$ cat src/rtl/i2c_temp_poller.sv
// i2c_temp_poller: I2C read master polling NUM_CH sensors in round-robin.
// Each transaction: START, {ADDR_BASE+ch, R}, BYTES data bytes (MSB first),
// master ACK/NACK, STOP, then GAP_BITS idle bit-times before the next START.
//
// Ports:
//   clk, reset_n     system clock, asynchronous active-low reset
//   ena              level; 1 = keep polling
//   sda_i, scl_i     sampled bus lines (scl_i only used with clock stretching)
//   sda_oe, scl_oe   1 = pull line low, 0 = release
//   busy             high from first clk of START to last clk of STOP
//   rd_valid         one-cycle result strobe
//   rd_ch            channel of the result
//   rd_data          bytes read, first byte in the MSBs
//   rd_err           address NACK seen (qualified by rd_valid)
//
// Optional feature macro: I2C_SCL_STRETCH_EN (slave clock stretching in Q2).
module i2c_temp_poller #(
  parameter int unsigned CLK_DIV   = 4,
  parameter int unsigned NUM_CH    = 2,
  parameter logic [6:0]  ADDR_BASE = 7'h48,
  parameter int unsigned BYTES     = 2,
  parameter int unsigned GAP_BITS  = 8
) (
  input  logic                 clk,
  input  logic                 reset_n,
  input  logic                 ena,
  input  logic                 sda_i,
  input  logic                 scl_i,
  output logic                 sda_oe,
  output logic                 scl_oe,
  output logic                 busy,
  output logic                 rd_valid,
  output logic [2:0]           rd_ch,
  output logic [8*BYTES-1:0]   rd_data,
  output logic                 rd_err
);

  localparam int unsigned QW = $clog2(CLK_DIV);
  localparam int unsigned DW = 8 * BYTES;

  typedef enum logic [2:0] {
    S_IDLE, S_START, S_ADDR, S_AACK, S_RDATA, S_MACK, S_STOP, S_GAP
  } state_t;

  state_t          state_q, state_d;
  logic [QW-1:0]   qcnt;
  logic [1:0]      quarter;
  logic [2:0]      bit_cnt;
  logic [1:0]      byte_cnt;
  logic [15:0]     gap_cnt;
  logic [2:0]      ch;
  logic [DW-1:0]   sreg;
  logic            err;
  logic            hold, q_end, bit_end, sample, last_byte;
  logic [7:0]      addr_byte;

`ifdef I2C_SCL_STRETCH_EN
  assign hold = (quarter == 2'd2) && !scl_oe && !scl_i;
`else
  logic unused_scl_i;
  assign unused_scl_i = scl_i;
  assign hold = 1'b0;
`endif

  assign q_end     = !hold && (qcnt == QW'(CLK_DIV - 1));
  assign bit_end   = q_end && (quarter == 2'd3);
  assign sample    = q_end && (quarter == 2'd2);
  assign last_byte = (byte_cnt == 2'(BYTES - 1));
  assign addr_byte = {ADDR_BASE + {4'd0, ch}, 1'b1};

  // Line drivers depend only on state and quarter, kept apart from the
  // next-state logic so the stretch hold path has no combinational loop.
  // START keeps SCL released for the whole bit and drops SDA at Q2.
  always_comb begin
    sda_oe = 1'b0;
    scl_oe = 1'b0;
    busy   = 1'b0;
    case (state_q)
      S_START: begin busy = 1'b1; sda_oe = quarter[1]; end
      S_ADDR:  begin busy = 1'b1; scl_oe = !quarter[1]; sda_oe = !addr_byte[3'd7 - bit_cnt]; end
      S_AACK:  begin busy = 1'b1; scl_oe = !quarter[1]; end
      S_RDATA: begin busy = 1'b1; scl_oe = !quarter[1]; end
      S_MACK:  begin busy = 1'b1; scl_oe = !quarter[1]; sda_oe = !last_byte; end
      S_STOP:  begin busy = 1'b1; scl_oe = !quarter[1]; sda_oe = (quarter != 2'd3); end
      default: ;
    endcase
  end

  always_comb begin
    state_d = state_q;
    case (state_q)
      S_IDLE:  if (ena) state_d = S_START;
      S_START: if (bit_end) state_d = S_ADDR;
      S_ADDR:  if (bit_end && bit_cnt == 3'd7) state_d = S_AACK;
      S_AACK:  if (bit_end) state_d = err ? S_STOP : S_RDATA;
      S_RDATA: if (bit_end && bit_cnt == 3'd7) state_d = S_MACK;
      S_MACK:  if (bit_end) state_d = last_byte ? S_STOP : S_RDATA;
      S_STOP:  if (bit_end) state_d = S_GAP;
      S_GAP:   if (bit_end && gap_cnt == 16'(GAP_BITS - 1)) state_d = ena ? S_START : S_IDLE;
      default: state_d = S_IDLE;
    endcase
  end

  always_ff @(posedge clk or negedge reset_n) begin
    if (!reset_n) begin
      state_q <= S_IDLE;
      qcnt    <= '0;
      quarter <= '0;
    end else begin
      state_q <= state_d;
      if (state_q == S_IDLE) begin
        qcnt    <= '0;
        quarter <= '0;
      end else if (q_end) begin
        qcnt    <= '0;
        quarter <= quarter + 2'd1;
      end else if (!hold) begin
        qcnt    <= qcnt + QW'(1);
      end
    end
  end

  always_ff @(posedge clk or negedge reset_n) begin
    if (!reset_n) begin
      bit_cnt  <= '0;
      byte_cnt <= '0;
      gap_cnt  <= '0;
      ch       <= '0;
      sreg     <= '0;
      err      <= 1'b0;
      rd_valid <= 1'b0;
      rd_ch    <= '0;
      rd_data  <= '0;
      rd_err   <= 1'b0;
    end else begin
      rd_valid <= 1'b0;
      case (state_q)
        S_START: begin
          sreg     <= '0;
          err      <= 1'b0;
          bit_cnt  <= '0;
          byte_cnt <= '0;
        end
        S_ADDR:  if (bit_end) bit_cnt <= bit_cnt + 3'd1;
        S_AACK:  if (sample) err <= sda_i;
        S_RDATA: begin
          if (sample)  sreg    <= {sreg[DW-2:0], sda_i};
          if (bit_end) bit_cnt <= bit_cnt + 3'd1;
        end
        S_MACK:  if (bit_end) byte_cnt <= byte_cnt + 2'd1;
        S_STOP: begin
          gap_cnt <= '0;
          if (bit_end) begin
            rd_valid <= 1'b1;
            rd_ch    <= ch;
            rd_data  <= sreg;
            rd_err   <= err;
            ch       <= (ch == 3'(NUM_CH - 1)) ? '0 : ch + 3'd1;
          end
        end
        S_GAP:   if (bit_end) gap_cnt <= gap_cnt + 16'd1;
        default: ;
      endcase
    end
  end

endmodule

$ cat config.mk
export PLATFORM = sky130hd
export DESIGN_NAME = i2c_temp_poller
export DESIGN_NICKNAME = d
export VERILOG_FILES = /design/src/rtl/i2c_temp_poller.sv
export SDC_FILE = /design/constraint.sdc
export NUM_CORES = 1
export LEC_CHECK = 0
export ABC_AREA = 1
export CORE_UTILIZATION = 52
export DETAILED_ROUTE_END_ITERATION = 10
export GPL_TIMING_DRIVEN = 0
export PLACE_DENSITY_LB_ADDON = 0.3
export SYNTH_ARGS = -nofsm -noshare
export SYNTH_HDL_FRONTEND = slang
export SYNTH_SLANG_ARGS = --single-unit
$ cat constraint.sdc
create_clock -name clk -period 1.4 [get_ports clk]
set_input_delay 0.28 -clock clk [delete_from_list [all_inputs] [get_ports clk]]
set_output_delay 0.28 -clock clk [all_outputs]
set_load 0.02 [all_outputs]
After elaboration in Yosys (flattened, before gate mapping)

Index checks and enable logic that the tools add are counted.

Output and inout bits: 24
Word-level logic and storage cells: 107
Flip-flop bits (word level): 69
Bits of input ports: 5

Multiplexer cells: 34
Reductions and logical operators: 24
$lt $le $gt $ge: 1
Add/subtract/negate cells: 8
Equal/unequal tests: 27

Operators by type and width:

| cell                                                        | number |
|---|---|
| case mux 16 bit (2 select lines)                            | 2 |
| 2-to-1 mux 16 bit                                           | 2 |
| 2-to-1 mux 3 bit                                            | 10 |
| != test 2 bit (second input constant)                       | 12 |
| case mux 3 bit (8 select lines)                             | 1 |
| adder 16 x 1 -> 16 bit (second input constant)              | 1 |
| equality test 16 x 3 -> 1 bit (second input constant)       | 1 |
| equality test 3 bit (second input constant)                 | 5 |
| 2-to-1 mux 2 bit                                            | 7 |
| AND reduction 2 bit                                         | 6 |
| nonzero test 2 bit                                          | 6 |
| AND reduction 8 bit                                         | 1 |
| adder 7 x 3 -> 7 bit (first input constant)                 | 1 |
| 2-to-1 mux 1 bit                                            | 7 |
| adder 2 x 1 -> 2 bit (second input constant)                | 3 |
| adder 3 x 1 -> 3 bit (second input constant)                | 2 |
| equality test 2 bit (second input constant)                 | 3 |
| equality test 3 x 1 -> 1 bit (second input constant)        | 2 |
| equality test 3 x 2 -> 1 bit (second input constant)        | 2 |
| case mux 3 bit (2 select lines)                             | 1 |
| OR reduction 6 bit                                          | 1 |
| OR reduction 5 bit                                          | 1 |
| logical AND 1 bit                                           | 4 |
| less-than comparator 3 x 4 -> 1 bit (second input constant) | 1 |
| other kinds (10)                                            | 12 |

Depth between registers and ports, before layout

Gate-level depths: netlist (run 1).

Word-level depth: 5
Depth in mapped cells: 10
Depth with buffers taken out: 10

Least setup slack after synthesis (run 1)

OpenSTA, ideal clock, no wires.

Path kind: reg-to-output
From: register state_q[2]
To: output port sda_oe
Stages on the path, launching flop included: 9
Path slack: -0.064 ns
Required time: 1.120 ns
Data arrival time: 1.184 ns
Cells stage by stage: dfrtp_1 -> buf_4 -> nand2_4 -> nor2_4 -> inv_2 -> buf_2 -> nor2_1 -> nor2_1 -> nand2_1

Word-level cells in the longest chain between the ends: 2

Ends and longest elaborated chain:

| item                                        | RTL line | RTL |
|---|---|---|
| start: declaration                          | 45       | `state_t state_q, state_d;` |
| start signal: assignment                    | 110      | `state_q <= state_d;` |
| equality test 3 bit (tied with other cells) | 78       | `case (state_q)` |
| case mux 1 bit (4 select lines) (*)         | 78       |  |
| end: declaration                            | 29       | `output logic sda_oe,` |

Mark *: on every way between the ends. The rest lies on a longest branch, timed or not.

Worst setup path after layout (run 1)

From: register state_q[1]
To: output port scl_oe

Word-level cells in the longest chain between the ends: 3

Ends and longest elaborated chain:

| item                                                                       | RTL line | RTL |
|---|---|---|
| equality test 3 bit / equality test 3 x 2 -> 1 bit (equally long branches) | 78       |  |
| OR reduction 5 bit (no source line) (*)                                    | -        |  |
| 2-to-1 mux 1 bit (*)                                                       | -        |  |
| end: declaration                                                           | 30       | `output logic scl_oe,` |

Marked as above.

==> metrics.md, run 1 <==
| Metric | Value |
|---|---|
| Status | `complete, but fails checks` |
| Failing checks | `setup timing` |
| Setup crit end kind | `primary output` |
| Sequential share of power | `a little under three fifths` |
| GPL Wtd Cong | `0.861` |
| Maximum number of pins on one net before global-route repair | `70` |
| Rows | `29` |
| Initial cell density of the core | `between 50 and 60%` |
| Clock share of power | `between 40% and 50%` |
| Setup WS post-layout | `-0.497 ns` |
| Synth top area cells | `dfrtp_1, nand2_1, nand3_1, inv_1, o21ai_2` |
| Post-CTS Hold Fix Bufs | `0` |
| Vias per cell | `about 5.6` |
| Max_cap viols | `0` |
| Leak | `roughly 2.2 nW` |
| Die area | `6990 um2` |
| Final hold violations | `0` |
| Crit path DAT | `about 1.6 ns` |
| # H-tree levels | `3` |
| CTS tree | `done` |
| Vias | `3112` |
| Cell taking the most area after synthesis | `dfrtp_1` |
| Synth top area share | `roughly half` |
| Place WS | `-0.697 ns` |
| Min-delay worst type | `in2async` |
| Final nets | `between 400 and 500` |
| FF+latch count, synth | `a little under 70` |
| Core box area | `about 6400 um2` |
| Worst Path Max Fanout | `8` |
| Unrepaired setup endpoints after global routing | `true` |
| DRC viols | `0` |
| TritonCTS Sinks | `69` |
| WL final | `between 9000 and 10000 um` |
| ANT cells | `0` |
| Clk_skew | `~0.01 ns` |
| Total number of yosys warnings | `0` |
| Fin crit period | `between 1.5 and 2 ns` |
| Register Area | `1730 um2` |
| Final setup TNS | `-14.09 ns` |
| Multi-input logic area | `~1800 um2` |
| Combinational power share | `between 1 and 1.5%` |
| Clk_lat worst skew | `about 0.36 ns` |
| Mapped Cells | `400` |
| Fillers | `410` |
| CTS Buf Count | `9` |
| Internal power | `around 0.0026 W` |
| Worst setup SP type | `flip-flop` |
| Setup violators final | `just under 70` |
| Vias in the first global route | `~3000` |
| Wire length of the first global-routing pass | `around 14000 um` |
| WL per Instance | `17.1 um` |
| Sequential fraction of the synthesis area | `between 40% and 50%` |
| Power density over the cells | `746 nW/um2` |
| Initial DRC count | `~250` |
| Antenna-violating nets left | `0` |
| Mean Syn Cell Area | `8.66 um2` |
| CTS max path bufs | `2` |
| Die Ht | `83.6 um` |
| Syn nets | `412` |
| DP HPWL | `around 4800 um` |
| Antenna violations before repair | `0` |
| Slew headroom | `43.5%` |
| Top-level I/O count | `29` |
| P&R area growth vs syn | `36.7%` |
| Port Buffer Count | `27` |
| Crit Path Class | `reg2out` |
| Fmax | `about 530 MHz` |
| CTS root buffer | `clkbuf_8` |
| Unique masters post-synth | `31` |
| Worst-Margin Slew | `between 0.8 and 0.9 ns` |
| VDD IR-drop max | `roughly 580 uV` |
| Register clock-pin slew on the reported worst setup and hold paths | `about 0.080 ns` |
| Final period util | `135%` |
| Share of cells above drive strength 1 | `37.8%` |
| Sw frac | `25.2%` |
| DRT Pass-1 Iters | `5` |
| Crit path required time | `~1.1 ns` |
| Mapped cell area | `between 3000 and 4000 um2` |
| Psw | `~0.00089 W` |
| Grt ovf | `0` |
| Pins Over Slew Limit | `0` |
| Die Width | `between 80 and 90 um` |
| GR Util All Layers | `25.9%` |
[final timing paths]
check / from / endpoint / slack [ns] / depth (start not counted)
max in group asynchronous: reset_n / quarter[1] / 0.80 / 1
worst max-delay path: state_q[1] / scl_oe / -0.50 / 7
worst max register to register: state_q[2] / ch[2] / -0.37 / 12
min in group clk: rd_data[14] / rd_data[14] / 0.48 / 2
worst min register to register: rd_data[14] / rd_data[14] / 0.48 / 2
worst min-delay path: reset_n / gap_cnt[9] / 0.01 / 1
[Yosys cell counts, drive strengths merged]
cell	count
o211ai	2
nor2	41
o21ai	55
dfrtp	69
a21oi	11
o21a	1
nand3	43
inv	62
a21boi	1
or2	1
ha	7
nand2	77
o22ai	3
a211oi	1
xor2	1
nor3	7
o311ai	1
nand4	5
buf	12
[power by group through the flow]
stage,Clock [W],Sequential [W],Combinational (W)
6_report,0.00149,0.00199,0.0000458
5_1_grt,0.00159,0.00199,0.0000551
4_1_cts,0.00150,0.00199,0.0000493
3_5_place_dp,0,0.00203,0.0000490
3_3_place_gp,0,0.00203,0.0000496
2_1_floorplan,0,0.00203,0.000000759
[critical path: stages, from the launching register on]
cell and delay [ns]:
dfrtp_1 0.36, buf_6 0.16, nor2_2 0.06, nand2_2 0.12, nand4_1 0.17, o21ai_1 0.18
inv_1 0.07, buf_6 0.13
[layer usage]
layer / global-route usage (%) / routed length [um] / vias to the layer above
met5: 0 / 0 / -
met4: 9.86 / 265 / 0
met3: 5.74 / 535 / 30
met2: 42.9 / 4850 / 135
met1: 33.3 / 3810 / 1501
li1: - / - / 1446
[layout make-up]
cell class              count  area share, %
repair buffers             60           12.2
inverters                  62           5.50
multi-input cells         257           37.2
flip-flops and latches     69           36.5
well taps                  77           2.03
clock buffers               9           2.62
clock inverters             7           1.06
plain buffers              12           2.93
[registers in the layout, summed over array words and instances, names as in the netlist]
signal and flops:
rd_valid 1, quarter 2, rd_err 1, err 1
ch 3, state_q 3, byte_cnt 2, rd_ch 3
sreg 16, bit_cnt 3, rd_data 16, gap_cnt 16
qcnt 2
[timing repair]
| item | 4_1_cts | 5_1_grt |
|---|---|---|
| setup endpoints to repair | 77 | 75 |
| pin swaps | 21 | 17 |
| hold endpoints to repair | 0 | 0 |
| gates cloned | 2 | 0 |
| buffers inserted | 19 | 13 |
| resized for setup | 123 | 61 |
[kinds of logic after synthesis]
family	after synthesis	synth area share (%)
compound gates	75	13.5
xor+xnor	1	0.253
simple gates	174	24.2
fa+ha+maj	7	2.53
flops	69	49.8
buf+inv	74	9.75
[placed cells by master, fill, tap and decap left out, drive strengths merged]
| master | instances |
|---|---|
| clkdlybuf4s50 | 2 |
| dlygate4sd2 | 15 |
| clkinvlp | 3 |
| o311ai | 1 |
| nor2 | 41 |
| nand3 | 43 |
| clkdlybuf4s15 | 4 |
| dfrtp | 69 |
| buf | 48 |
| clkbuf | 12 |
| or2 | 1 |
| o21ai | 55 |
| o21a | 1 |
| a21oi | 11 |
| o211ai | 2 |
| nor3 | 7 |
| nand4 | 5 |
| inv | 63 |
| clkinv | 3 |
| a21boi | 1 |
| nand2 | 77 |
| a211oi | 1 |
| ha | 7 |
| xor2 | 1 |
| o22ai | 3 |
[stage by stage]
step	util, %	power (W)	area (um2)	std cells	hold WS, ns
detailed placement	60.1	0.00208	3840	504	0.426
global route	74.1	0.00363	4730	553	0.105
CTS	69.5	0.00354	4440	541	0.0654
global placement	60.2	0.00208	3840	504	0.423
finish	74.1	0.00353	4730	553	0.0108
floorplan	-	0.00203	3480	400	-0.0156
Power figures use the tool's default switching activity.
==> run 2, diff against run 1 <==
CORE_UTILIZATION = 62   (was 52)
CTS_CLUSTER_SIZE = 8   (was default)
clock period = 2.4 ns   (was 1.4 ns; I/O delays follow)
==> run 2 against run 1 <==
Against the previous run: the run now ends clean; total power decreased by 39%; non-clock buffer count decreased by 32; wire length decreased by 25%; critical path depth increased by 2; count of clock-buffer cells in the layout increased by 2; via count decreased by 8.3%; worst setup slack improved by 0.60 ns; register-to-register slack improved by 1.2 ns; sequential power decreased by 42%.
==> metrics.md, run 2 (synthesis results as in run 1) <==
| Metric | Value |
|---|---|
| Crit path DAT | `1.81 ns` |
| Rows | `26` |
| # H-tree levels | `3` |
| Die area | `5890 um2` |
| Final hold violations | `0` |
| Setup crit start | `state_q[2]` |
| VDD IR-drop max | `around 420 uV` |
| Die Ht | `between 70 and 80 um` |
| Vias in the first global route | `2738` |
| Placed Instances | `approximately 500` |
| Leak | `1.94 nW` |
| Final period util | `roughly 96%` |
| GPL Wtd Cong | `roughly 0.93` |
| CP cell instances | `buf_4 > nand2_4 > nor2_4 > inv_2 > buf_4 > nor2_2 > nor2_1 > nand2_1 > clkdlybuf4s15_2` |
| Worst setup SP type | `flip-flop` |
| CTS Buf Count | `9` |
| DRC viols | `0` |
| Crit path max-delay family | `buffers and inverters` |
| DRT Pass-1 Iters | `6` |
| Die Width | `approximately 77 um` |
| Register clock-pin slew on the reported worst setup and hold paths | `about 0.080 ns` |
| Crit path required time | `between 1.5 and 2 ns` |
| Worst path max stage delay | `roughly 0.33 ns` |
| Maximum number of pins on one net before global-route repair | `70` |
| Top-level I/O count | `29` |
| RR Endpoint | `state_q[1]` |
| Overall power | `about 0.0022 W` |
| Reg2reg path depth | `10` |
| Setup violators final | `0` |
| Crit path buffers/inverters | `4` |
| Vias per cell | `between 5 and 6` |
| Min-delay worst type | `in2async` |
| Antenna-violating nets left | `0` |
| Setup crit end kind | `primary output` |
| Fin cells | `roughly 510` |
| Max_cap viols | `0` |
| Initial cell density of the core | `66.1%` |
| WL final | `slightly above 7000 um` |
| Top Registers | `gap_cnt x16, rd_data x16, sreg x16` |
| WL per Instance | `between 10 and 15 um` |
| Clk_lat worst skew | `about 0.35 ns` |
| Register-to-register setup slack | `between 0.7 and 0.8 ns` |
| Most common cell after layout, fill and taps aside | `nand2_1` |
| Worst Path Max Fanout | `10` |
| Initial DRC count | `approximately 220` |
| Most frequent CP cell | `buf_4` |
| Status | `finished, final reports clean` |
| Most frequent cells in the layout | `nand2_1, dfrtp_1, inv_1` |
| Clk_skew | `between 0.01 and 0.015 ns` |
| Vias | `~2900` |
| Share of cells above drive strength 1 | `between 15 and 20%` |
| Crit Path Class | `reg2out` |
| CTS max path bufs | `2` |
| CTS tree | `done` |
| Fmax | `~440 MHz` |
| Core box area | `between 5000 and 6000 um2` |
| Worst-Margin Slew | `roughly 0.84 ns` |
| WHS | `about 0.22 ns` |
| GR Util All Layers | `between 20 and 30%` |
| Port Buffer Count | `27` |
| Fin crit period | `between 2 and 2.5 ns` |
| ANT cells | `0` |
| DP HPWL | `roughly 4700 um` |
| Pins Over Slew Limit | `0` |
| CTS root buffer | `clkbuf_8` |
| TritonCTS Sinks | `69` |
| Fillers | `about 360` |
| Final setup TNS | `0 ns` |
| Slowest-stage cell, CP | `dfrtp_1` |
| Wire length of the first global-routing pass | `about 12000 um` |
| R2R Path Start | `quarter[1]` |
| Unrepaired setup endpoints after global routing | `false` |
| Antenna violations before repair | `0` |
| P&R area growth vs syn | `16.4%` |
| Final nets | `roughly 450` |
| Slew headroom | `approximately 44%` |
| Power density over the cells | `roughly 530 nW/um2` |
| Grt ovf | `0` |
-- run 2: changes by cell type in the layout (fill, tap and decap cells not counted), sizes merged --
cell	change
clkdlybuf4s15	-3
clkinvlp	-1
buf	-34
bufinv	+1
clkdlybuf4s50	+22
dlygate4sd2	-14
clkbuf	-1
clkinv	-2
-- run 2: report_power, final --
group	internal [W]	total, W	leakage [nW]	switching [W]
Combinational	0.00000396	0.0000262	0.905	0.0000222
Sequential	0.00116	0.00116	0.934	0
Clock	0.000511	0.000963	0.0959	0.000453
-- run 2: layout make-up --
| class | count | area, um2 | share of cell area [%] |
|---|---|---|---|
| tap | 70 | 87.6 | 2.17 |
| buffer | 12 | 108 | 2.67 |
| clock buffer | 11 | 141 | 3.51 |
| timing repair buffer | 28 | 275 | 6.83 |
| inverter | 62 | 233 | 5.77 |
| sequential | 69 | 1730 | 42.8 |
| multi-input combinational | 257 | 1400 | 34.8 |
| clock inverter | 5 | 58.8 | 1.46 |
-- run 2: through the flow --
step	cell area, um2	setup slack, ns	utilization [%]
after floorplan	3460	0.736	-
after global placement	3820	-1.44	73.0
after detailed placement	3820	0.0819	72.9
after CTS	4020	0.0245	76.8
after global routing	4030	0.0165	77.0
final	4030	0.106	77.0
-- run 2: worst reg2reg max path, stage by stage, from the launching register on --
cell	delay [ns]
dfrtp_1	0.38
ha_1	0.27
nand2_4	0.13
inv_1	0.15
nand2_1	0.07
nand3_1	0.09
nand2_1	0.07
inv_2	0.08
nand3_1	0.12
nand2_1	0.09
nand2_1	0.07
-- run 2: timing repair --
item	4_1_cts	5_1_grt
hold endpoints to repair	0	0
resized for setup	4	4
endpoints found under the setup margin	2	2
pin swaps	0	1
hold buffers	0	0
setup buffers	0	1
-- run 2: routing by layer --
metal / wire [um] / GRT usage, % / share of wire [%]
met1: 3080 / 34.3 / 43
met2: 3510 / 44.9 / 49
met3: 376 / 7.62 / 5.3
met4: 155 / 10.4 / 2.2
met5: 0 / 0 / 0
-- run 2: worst max path at each step --
stage	slack, ns	end	cells past startpoint
final	0.11	sda_oe	9
after global routing	0.02	sda_oe	9
after CTS	0.02	sda_oe	9
after detailed placement	0.08	sda_oe	9
after global placement	-1.44	rd_data[0]	1
after floorplan	0.74	sda_oe	8
